### src/rtl/display_scan_mux.sv
// display_scan_mux: time-multiplexes a double-buffered packed BCD value one digit per slot.
// Define DISPLAY_SCAN_LZB_EN to enable leading-zero blanking of the digit enables.
module display_scan_mux #(
  parameter int DIGITS       = 4,
  parameter int REFRESH_DIV  = 1000,
  parameter int BLANK_CYCLES = 2
) (
  input  logic                      clk,
  input  logic                      rst,
  input  logic [4*DIGITS-1:0]       bcd_in,
  input  logic                      load,
  output logic [3:0]                bcd_out,
  output logic [DIGITS-1:0]         an,
  output logic [$clog2(DIGITS)-1:0] digit_idx,
  output logic                      frame_tick,
  output logic                      busy_pending
);

  localparam int IDX_W = $clog2(DIGITS);
  localparam int CNT_W = (REFRESH_DIV > 1) ? $clog2(REFRESH_DIV) : 1;
  localparam logic [IDX_W-1:0] LAST_IDX  = IDX_W'(DIGITS - 1);
  localparam logic [CNT_W-1:0] LAST_CNT  = CNT_W'(REFRESH_DIV - 1);
  localparam logic [CNT_W-1:0] BLANK_END = CNT_W'(BLANK_CYCLES);

  logic [CNT_W-1:0]    cnt;
  logic [IDX_W-1:0]    idx;
  logic [4*DIGITS-1:0] disp;
  logic [4*DIGITS-1:0] pend;
  logic                pend_v;
  logic                slot_end;
  logic                suppress;

  assign slot_end   = (cnt == LAST_CNT);
  assign frame_tick = slot_end && (idx == LAST_IDX);

  // Producer updates land in pend; disp only changes on the frame_tick cycle so a frame never tears.
  always_ff @(posedge clk) begin
    if (rst) begin
      cnt    <= '0;
      idx    <= '0;
      disp   <= '0;
      pend   <= '0;
      pend_v <= 1'b0;
    end else begin
      if (slot_end) begin
        cnt <= '0;
        idx <= (idx == LAST_IDX) ? '0 : idx + 1'b1;
      end else begin
        cnt <= cnt + 1'b1;
      end

      if (frame_tick) begin
        if (load)
          disp <= bcd_in;
        else if (pend_v)
          disp <= pend;
        pend_v <= 1'b0;
      end else if (load) begin
        pend   <= bcd_in;
        pend_v <= 1'b1;
      end
    end
  end

`ifdef DISPLAY_SCAN_LZB_EN
  logic [DIGITS-1:0] lead_zero;

  // A digit is a leading zero when it and every more significant nibble are zero; digit 0 never is.
  always_comb begin : lzb_scan
    logic zero_run;
    lead_zero = '0;
    zero_run  = 1'b1;
    for (int k = DIGITS - 1; k >= 1; k--) begin
      zero_run     = zero_run && (disp[4*k +: 4] == 4'd0);
      lead_zero[k] = zero_run;
    end
  end

  assign suppress = lead_zero[idx];
`else
  assign suppress = 1'b0;
`endif

  always_comb begin
    an = '0;
    if ((cnt >= BLANK_END) && !suppress)
      an[idx] = 1'b1;
  end

  assign bcd_out      = disp[{idx, 2'b00} +: 4];
  assign digit_idx    = idx;
  assign busy_pending = pend_v;

endmodule
### config.mk
export PLATFORM = sky130hd
export DESIGN_NAME = display_scan_mux
export DESIGN_NICKNAME = d
export VERILOG_FILES = /design/src/rtl/display_scan_mux.sv
export SDC_FILE = /design/constraint.sdc
export NUM_CORES = 1
export LEC_CHECK = 0
export BUFFER_PORTS_ARGS = -buffer_cell sky130_fd_sc_hd__buf_2
export CAP_MARGIN = 5
export CORE_AREA = 3 3 99 101
export CTS_CLUSTER_SIZE = 24
export DETAILED_ROUTE_END_ITERATION = 6
export DIE_AREA = 0 0 102 104
export SLEW_MARGIN = 20
export SYNTH_ARGS = -nofsm -noshare
export SYNTH_HDL_FRONTEND = slang
export SYNTH_SLANG_ARGS = --single-unit
### constraint.sdc
create_clock -name clk -period 2.1 [get_ports clk]
set_clock_uncertainty 0.15 [all_clocks]
set_input_delay 0 -clock clk [delete_from_list [all_inputs] [get_ports clk]]
set_output_delay 0 -clock clk [all_outputs]
set_load 0.01 [all_outputs]
== After elaboration in Yosys (flattened, before gate mapping) ==
Cells that the tools add are included.
Word-level totals
  bits in registers: 45
  output and inout bits: 12
Cells by class
  shift operators: 1
  bitwise gates (word level): 1
  reduce and logical (&&, ||, !) cells: 7
  mux-type cells: 6
  order comparisons: 3
  eq/ne operators: 2
  add/sub/neg operators: 2
Operators with widths (count)
  16-bit two-way mux: 2
  16-bit by 5-bit variable part select with 4-bit output: 1
  10-bit by 1-bit adder with 10-bit output, second input constant: 1
  10-bit == test, second input constant: 1
  10-bit by 2-bit >= comparator with 1-bit output, second input constant: 1
  4-bit two-way mux: 1
  2-bit AND reduction: 2
  2-bit OR reduction: 2
  2-bit by 3-bit less-than comparator with 1-bit output, second input constant: 1
  2-bit by 1-bit adder with 2-bit output, second input constant: 1
  1-bit demux with 2-bit select: 1
  2-bit == test, second input constant: 1
  2-bit by 1-bit >= comparator with 1-bit output, second input constant: 1
  1-bit logical AND: 2
  2-bit two-way mux: 1
  2-bit nonzero test: 1
  1-bit two-way mux: 1
  1-bit NOT: 1

== Logic depth before layout (Yosys ltp) ==
Gate-level depths: netlist of run 1.
  word-level depth: 5
  depth in mapped cells: 6
  depth with buffers taken out: 5

== Worst setup path after synthesis of run 1 ==
OpenSTA, ideal clock, no wires.
  path kind: register -> register
  start point: register idx[1], in the netlist digit_idx[1]
  end point: register disp[1]
  stages on the path, launching flop included: 7
  required time: 1.808 ns
  library setup time: 0.142 ns
  data arrival time: 1.740 ns
  period minus slack after synthesis: 2.033 ns
  path buffers: 2
  setup slack: 0.067 ns
  path through: dfxtp_1 -> ha_1 -> nand4bb_1 -> buf_2 -> nor4_4 -> buf_2 -> a311oi_2
On the way
  word-level cells in the longest chain between the ends: 3
Ends and longest elaborated chain
  from (decl): RTL line 26  | logic [IDX_W-1:0] idx;
  from (signal assigned): RTL line 47  | idx <= (idx == LAST_IDX) ? '0 : idx + 1'b1;
  2-bit == test: RTL line 34  | assign frame_tick = slot_end && (idx == LAST_IDX);
  1-bit logical AND: RTL line 34
  2-bit AND reduction (no source line)
  to (signal assigned): RTL line 54  | disp <= bcd_in;
  to (signal assigned): RTL line 56  | disp <= pend;
  to (decl): RTL line 27  | logic [4*DIGITS-1:0] disp;
Every way passes these cells.
A chain may end at the register's enable or synchronous reset.

== Worst setup path in the final report of run 1 ==
  start point: register cnt[1]
  end point: output port frame_tick
On the way
  word-level cells in the longest chain between the ends: 2
Ends and longest elaborated chain
  from (decl): RTL line 25  | logic [CNT_W-1:0] cnt;
  from (signal assigned): RTL line 49  | cnt <= cnt + 1'b1;
  10-bit == test: RTL line 33  | assign slot_end = (cnt == LAST_CNT);
  1-bit logical AND: RTL line 34
  to (decl): RTL line 15  | output logic frame_tick,
Every way passes these cells.

==> results of run 1 <==
-- per-stage QoR --
| stage | cells | util, % | hold WS (ns) | worst slack (ns) |
|---|---|---|---|---|
| 6_report | 440 | 35.3 | 0.0292 | 0.137 |
| 5_1_grt | 440 | 35.3 | 0.0760 | 0.00336 |
| 4_1_cts | 440 | 35.2 | 0.0244 | 0.0929 |
| 3_5_place_dp | 416 | 32.5 | 0.150 | 0.238 |
| 3_3_place_gp | 416 | 32.5 | 0.150 | 0.294 |
| 2_1_floorplan | 287 | - | 0.0195 | 0.0674 |
-- power by group through the flow --
| stage | combinational [mW] | clock (mW) | sequential, mW |
|---|---|---|---|
| 3_5_place_dp | 0.163 | 0 | 0.916 |
| 2_1_floorplan | 0.114 | 0 | 0.910 |
| 4_1_cts | 0.186 | 0.548 | 0.896 |
| 6_report | 0.185 | 0.529 | 0.897 |
| 3_3_place_gp | 0.161 | 0 | 0.914 |
| 5_1_grt | 0.209 | 0.577 | 0.901 |
-- flip-flops by register name, indices dropped and copies added, names as in the netlist --
name	cells
digit_idx	2
busy_pending	1
pend	16
cnt	10
disp	16
-- placed cells by master, fill, tap and decap left out, types with 7 or more instances in the layout --
master / n
dfxtp_1: 45
buf_2: 30
inv_1: 20
nand2_1: 19
nand2b_1: 18
o31ai_1: 18
o41a_1: 16
nor2b_1: 16
nor3b_1: 16
a41oi_1: 16
dlygate4sd3_1: 16
buf_4: 15
a311oi_2: 9
nor2_1: 8
a311oi_1: 7
-- final cells by class --
| cell class | count | area (sq um) | share of cell area (%) |
|---|---|---|---|
| multi-input combinational | 194 | 1570 | 48.8 |
| inverter | 20 | 75.1 | 2.34 |
| clock inverter | 3 | 17.5 | 0.545 |
| clock buffer | 5 | 68.8 | 2.14 |
| tap | 111 | 139 | 4.32 |
| timing repair buffer | 62 | 443 | 13.8 |
| sequential | 45 | 901 | 28.0 |
-- cell families (layout without fill, tap and decap cells) --
group	after synthesis	count (layout)	share of synthesized area (%)
buffers and inverters	48	90	7.87
AOI/OAI and AO/OA	75	75	26.3
xor gates and xnor gates	3	3	0.984
and+or+nand+nor	104	104	24.2
muxes	6	6	4.17
DFF	45	45	33.7
adders and majority gates	6	6	2.81
-- final timing paths --
| check | slack [ns] | to |
|---|---|---|
| worst max-delay path | 0.14 | frame_tick |
| worst min-delay path | 0.03 | pend[9] |
| worst max register to register | 0.23 | disp[9] |
| worst min register to register | 0.34 | cnt[0] |
-- critical path: cells and delay by family (launching register included) --
| kind | cells | cell delay, ns |
|---|---|---|
| buffers and inverters | 3 | 0.61 |
| DFF | 1 | 0.41 |
| and+or+nand+nor | 2 | 0.26 |
| adders and majority gates | 1 | 0.25 |
-- metal layers --
metal,track usage [%],vias up
met5,0,-
met3,2.95,6
met1,18.1,1080
met2,20.2,40
met4,4.12,0
li1,-,1160
-- repair_timing --
action / in CTS / in global routing
gates resized for setup: 0 / 1
endpoints found under the hold margin: 32 / 0
hold buffers: 16 / 0
endpoints found under the setup margin: 0 / 1
==> impl_metrics.env, run 1 <==
export IMPL_grt_first_pass_wirelength_mm=11.3
export IMPL_num_io_pins=31
export IMPL_synth_edf_count=0
export IMPL_ys_async_sr_fraction_pct=0
export IMPL_cts_num_sinks=45
export IMPL_final_antenna_net_count=0
export IMPL_min_path_cells=3
export IMPL_critPathLaunch="cnt[1]"
export IMPL_reg2reg_from="cnt[1]"
export IMPL_yosysUniqueCellTypes=41
export IMPL_cp_common_cell="buf_4"
export IMPL_arrival_ns=1.81
export IMPL_ff2ff_path_depth=5
export IMPL_tightest_slew_ns=0.452
export IMPL_p_sw_share_pct=25.8
export IMPL_p_total_mw=1.61
export IMPL_yosysTopAreaCell="dfxtp_1"
export IMPL_period_share_pct=93.5
export IMPL_port_buffers=30
export IMPL_intPower_mw=1.20
export IMPL_nets=353
export IMPL_wl_met1_mm=3.10
export IMPL_dr_first_iter_drc_count=102
export IMPL_insertion_delay_ns=0.30
export IMPL_power_share_sequential_pct=55.7
export IMPL_die_h_um=104
export IMPL_clkTransAtPathRegs_ns=0.09
export IMPL_top_layer_used="met4"
export IMPL_netlist_area_sq_um=2670
export IMPL_gr_total_overflow=0
export IMPL_placed_area_sq_um=2960
export IMPL_cap_violations=0
export IMPL_drive_gt1_share_pct=22.5
export IMPL_crit_required_ns=1.95
export IMPL_hold_path_class="input port to flop"
export IMPL_antenna_found_initial=0
export IMPL_layout_min_cycle_time_ns=1.96
export IMPL_dp_hpwl_mm=4.45
export IMPL_clockBufferDepth=2
export IMPL_criticalPathCategory="flop to output pin"
export IMPL_synth_most_common_cell="dfxtp_1"
export IMPL_hold_start="load"
export IMPL_grt_max_degree=36
export IMPL_slew_violations=0
export IMPL_first_global_vias=2263
export IMPL_cts_tree="built"
export IMPL_syn_to_final_growth_pct=20.3
export IMPL_vias=2286
export IMPL_netlist_area_leader_share_pct=33.7
export IMPL_clockPowerShare_pct=32.8
export IMPL_seq_area_frac_synth_pct=33.7
export IMPL_worstPathCellList="ha_2 -> nand2_1 -> buf_4 -> nor3_2 -> buf_4 -> buf_2"
export IMPL_critical_path_max_fanout=18
export IMPL_routabilityCongestion=0.793
export IMPL_antenna_cells=0
export IMPL_die_area_sq_um=10600
export IMPL_die_x_um=102
export IMPL_core_sq_um=9110
export IMPL_row_count=35
export IMPL_synth_ff_type="dfxtp_1"
export IMPL_synth_commonest_cells="dfxtp_1, clkbuf_1, inv_1"
export IMPL_wl_met2_mm=3.09
export IMPL_cts_buffers=5
export IMPL_status="finished, final reports clean"
export IMPL_wl_mm=6.53
export IMPL_ys_seq_elements=45
export IMPL_rsz0062_at_grt="no"
export IMPL_start_util_pct=29.3
export IMPL_drt_drc_violations_left=0
export IMPL_dr_pass1_iters=4
export IMPL_power_density_nw_per_um2=501
export IMPL_n_fill_cell=930
export IMPL_met3_length_um=248
export IMPL_crit_slowest_cell="dfxtp_1"
export IMPL_postSynthCellCount=287
export IMPL_post_cts_setup_buffers=0
export IMPL_switching_power_uw=415
export IMPL_relSlewSlack_pct=69.9
export IMPL_power_leakage_nw=1.06
export IMPL_yosys_warnings=0
export IMPL_grt_use_total_pct=13.1
export IMPL_cpPeakStageDelay_ns=0.41
export IMPL_peakVddDrop_uv=260
export IMPL_setup_viol=0
export IMPL_synth_fp_nets=312
export IMPL_wl_per_cell_um=14.9
export IMPL_fmax_mhz=509
export IMPL_p_comb_share_pct=11.5
export IMPL_vias_per_cell=5.20
export IMPL_hold_viol_final=0
export IMPL_design_area_sq_um=3210
export IMPL_cts_root_buf="clkbuf_8"
export IMPL_setup_tns_ns=0
export IMPL_htreeDepth=2
export IMPL_endpoint_kind="output pin"
export IMPL_start_kind="flop"
export IMPL_syn_area_per_cell_sq_um=9.31
export IMPL_synth_area_top_cells="dfxtp_1, o41a_1, a41oi_1"
(Power assumes the default switching activity.)
==> run 2, diff against run 1 <==
--- a/config.mk
+++ b/config.mk
@@ -5,12 +5,12 @@
 export SDC_FILE = /design/constraint.sdc
 export NUM_CORES = 1
 export LEC_CHECK = 0
-export BUFFER_PORTS_ARGS = -buffer_cell sky130_fd_sc_hd__buf_2
+export BUFFER_PORTS_ARGS = -buffer_cell sky130_fd_sc_hd__buf_4
 export CAP_MARGIN = 5
-export CORE_AREA = 3 3 99 101
+export CORE_AREA = 3 3 138 73
 export CTS_CLUSTER_SIZE = 24
 export DETAILED_ROUTE_END_ITERATION = 6
-export DIE_AREA = 0 0 102 104
+export DIE_AREA = 0 0 141 76
 export SLEW_MARGIN = 20
 export SYNTH_ARGS = -nofsm -noshare
 export SYNTH_HDL_FRONTEND = slang
==> impl_metrics.env, run 2 (synthesized netlist as in run 1, its figures left out) <==
export IMPL_grt_max_degree=64
export IMPL_antenna_found_initial=0
export IMPL_start_kind="flop"
export IMPL_peakVddDrop_uv=252
export IMPL_htreeDepth=2
export IMPL_cts_tree="built"
export IMPL_drt_drc_violations_left=0
export IMPL_period_share_pct=91.8
export IMPL_cts_num_sinks=45
export IMPL_hold_path_class="input port to flop"
export IMPL_reg_top3="disp: 16 flops, pend: 16 flops, cnt: 10 flops"
export IMPL_design_area_sq_um=3320
export IMPL_slew_violations=0
export IMPL_core_sq_um=8800
export IMPL_layout_min_cycle_time_ns=1.93
export IMPL_dr_pass1_iters=5
export IMPL_power_leakage_nw=1.09
export IMPL_antenna_cells=0
export IMPL_routabilityCongestion=0.789
export IMPL_first_global_vias=2270
export IMPL_setup_tns_ns=0
export IMPL_nets=351
export IMPL_die_x_um=141
export IMPL_start_util_pct=30.4
export IMPL_critical_path_max_fanout=20
export IMPL_drive_gt1_share_pct=21.2
export IMPL_final_common_cell="dfxtp_1"
export IMPL_r2r_setup_slack_ns=0.28
export IMPL_power_density_nw_per_um2=565
export IMPL_hold_viol_final=0
export IMPL_critPathLaunch="cnt[5]"
export IMPL_syn_to_final_growth_pct=24.4
export IMPL_dr_first_iter_drc_count=184
export IMPL_die_area_sq_um=10700
export IMPL_endpoint_kind="output pin"
export IMPL_placed_area_sq_um=3020
export IMPL_clkTransAtPathRegs_ns=0.06
export IMPL_relSlewSlack_pct=57.2
export IMPL_cts_buffers=5
export IMPL_multi_input_area_sq_um=1570
export IMPL_arrival_ns=1.78
export IMPL_cap_violations=0
export IMPL_gr_total_overflow=0
export IMPL_regArea_sq_um=901
export IMPL_vias=2398
export IMPL_clockBufferDepth=2
export IMPL_crit_required_ns=1.95
export IMPL_wl_per_cell_um=15.5
export IMPL_insertion_delay_ns=0.29
export IMPL_grt_use_total_pct=13.2
export IMPL_layout_common_cells="dfxtp_1, buf_4, inv_1"
export IMPL_fmax_mhz=519
export IMPL_tightest_slew_ns=0.643
export IMPL_num_io_pins=31
export IMPL_criticalPathCategory="flop to output pin"
export IMPL_hold_start="load"
export IMPL_final_antenna_net_count=0
export IMPL_die_h_um=76
export IMPL_grt_first_pass_wirelength_mm=11.5
export IMPL_vias_per_cell=5.41
export IMPL_row_count=24
export IMPL_wl_mm=6.87
export IMPL_cts_root_buf="clkbuf_16"
export IMPL_setup_viol=0
export IMPL_status="finished, final reports clean"
export IMPL_port_buffers=30
export IMPL_reg2reg_from="cnt[5]"
export IMPL_rsz0062_at_grt="no"
export IMPL_n_fill_cell=874
export IMPL_dp_hpwl_mm=4.58
==> run 2: changes by cell type in the layout (fill, tap and decap cells not counted), sizes merged <==
cell,previous run,this run
clkbuf,5,7
clkinv,2,0
buf,46,44
clkinvlp,1,0
==> run 2: what timing repair did <==
action	4_1_cts	5_1_grt
endpoints found under the setup margin	0	0
setup buffers	0	0
hold buffers	16	0
hold endpoints to repair	32	0
gates resized for setup	0	0
==> run 2: worst max-delay path, cell delays in order (launching register included) <==
cell     delay, ns
dfxtp_1       0.48
nand4_4       0.34
nor3_2        0.31
buf_4         0.21
buf_4         0.14
==> run 2: final timing paths <==
check,endpoint,depth (start not counted)
min,pend[13],3
min reg2reg,cnt[0],1
max reg2reg,disp[11],3
max,frame_tick,4
==> run 2: metrics by stage <==
step	util (%)	hold WS (ns)	power, mW	std cells	setup slack, ns
floorplan	-	0.0195	1.02	287	0.0674
finish	37.8	0.0741	1.88	443	0.173
global route	37.8	0.107	1.95	443	0.0587
detailed placement	34.3	0.168	1.09	420	0.291
CTS	37.8	0.0720	1.90	443	0.168
global placement	34.3	0.160	1.08	420	0.342
==> run 2: per-layer routing <==
layer	track usage [%]	vias up	wire length, um
met5	0	-	0
met4	4.45	0	148
met3	3.20	13	291
met2	21.2	47	3160
met1	17.2	1171	3280
li1	-	1167	-
==> run 2: layout make-up <==
type,count,share of cell area (%)
inverters,20,2.26
repair buffers,60,14.8
well taps,117,4.41
clock buffers,7,4.29
flip-flops and latches,45,27.1
multi-input cells,194,47.2
==> run 2: report_power, final <==
part           switching (mW)  internal, mW
Clock                   0.315         0.467
Sequential             0.0199         0.878
Combinational          0.0996        0.0969
Total                   0.434          1.44
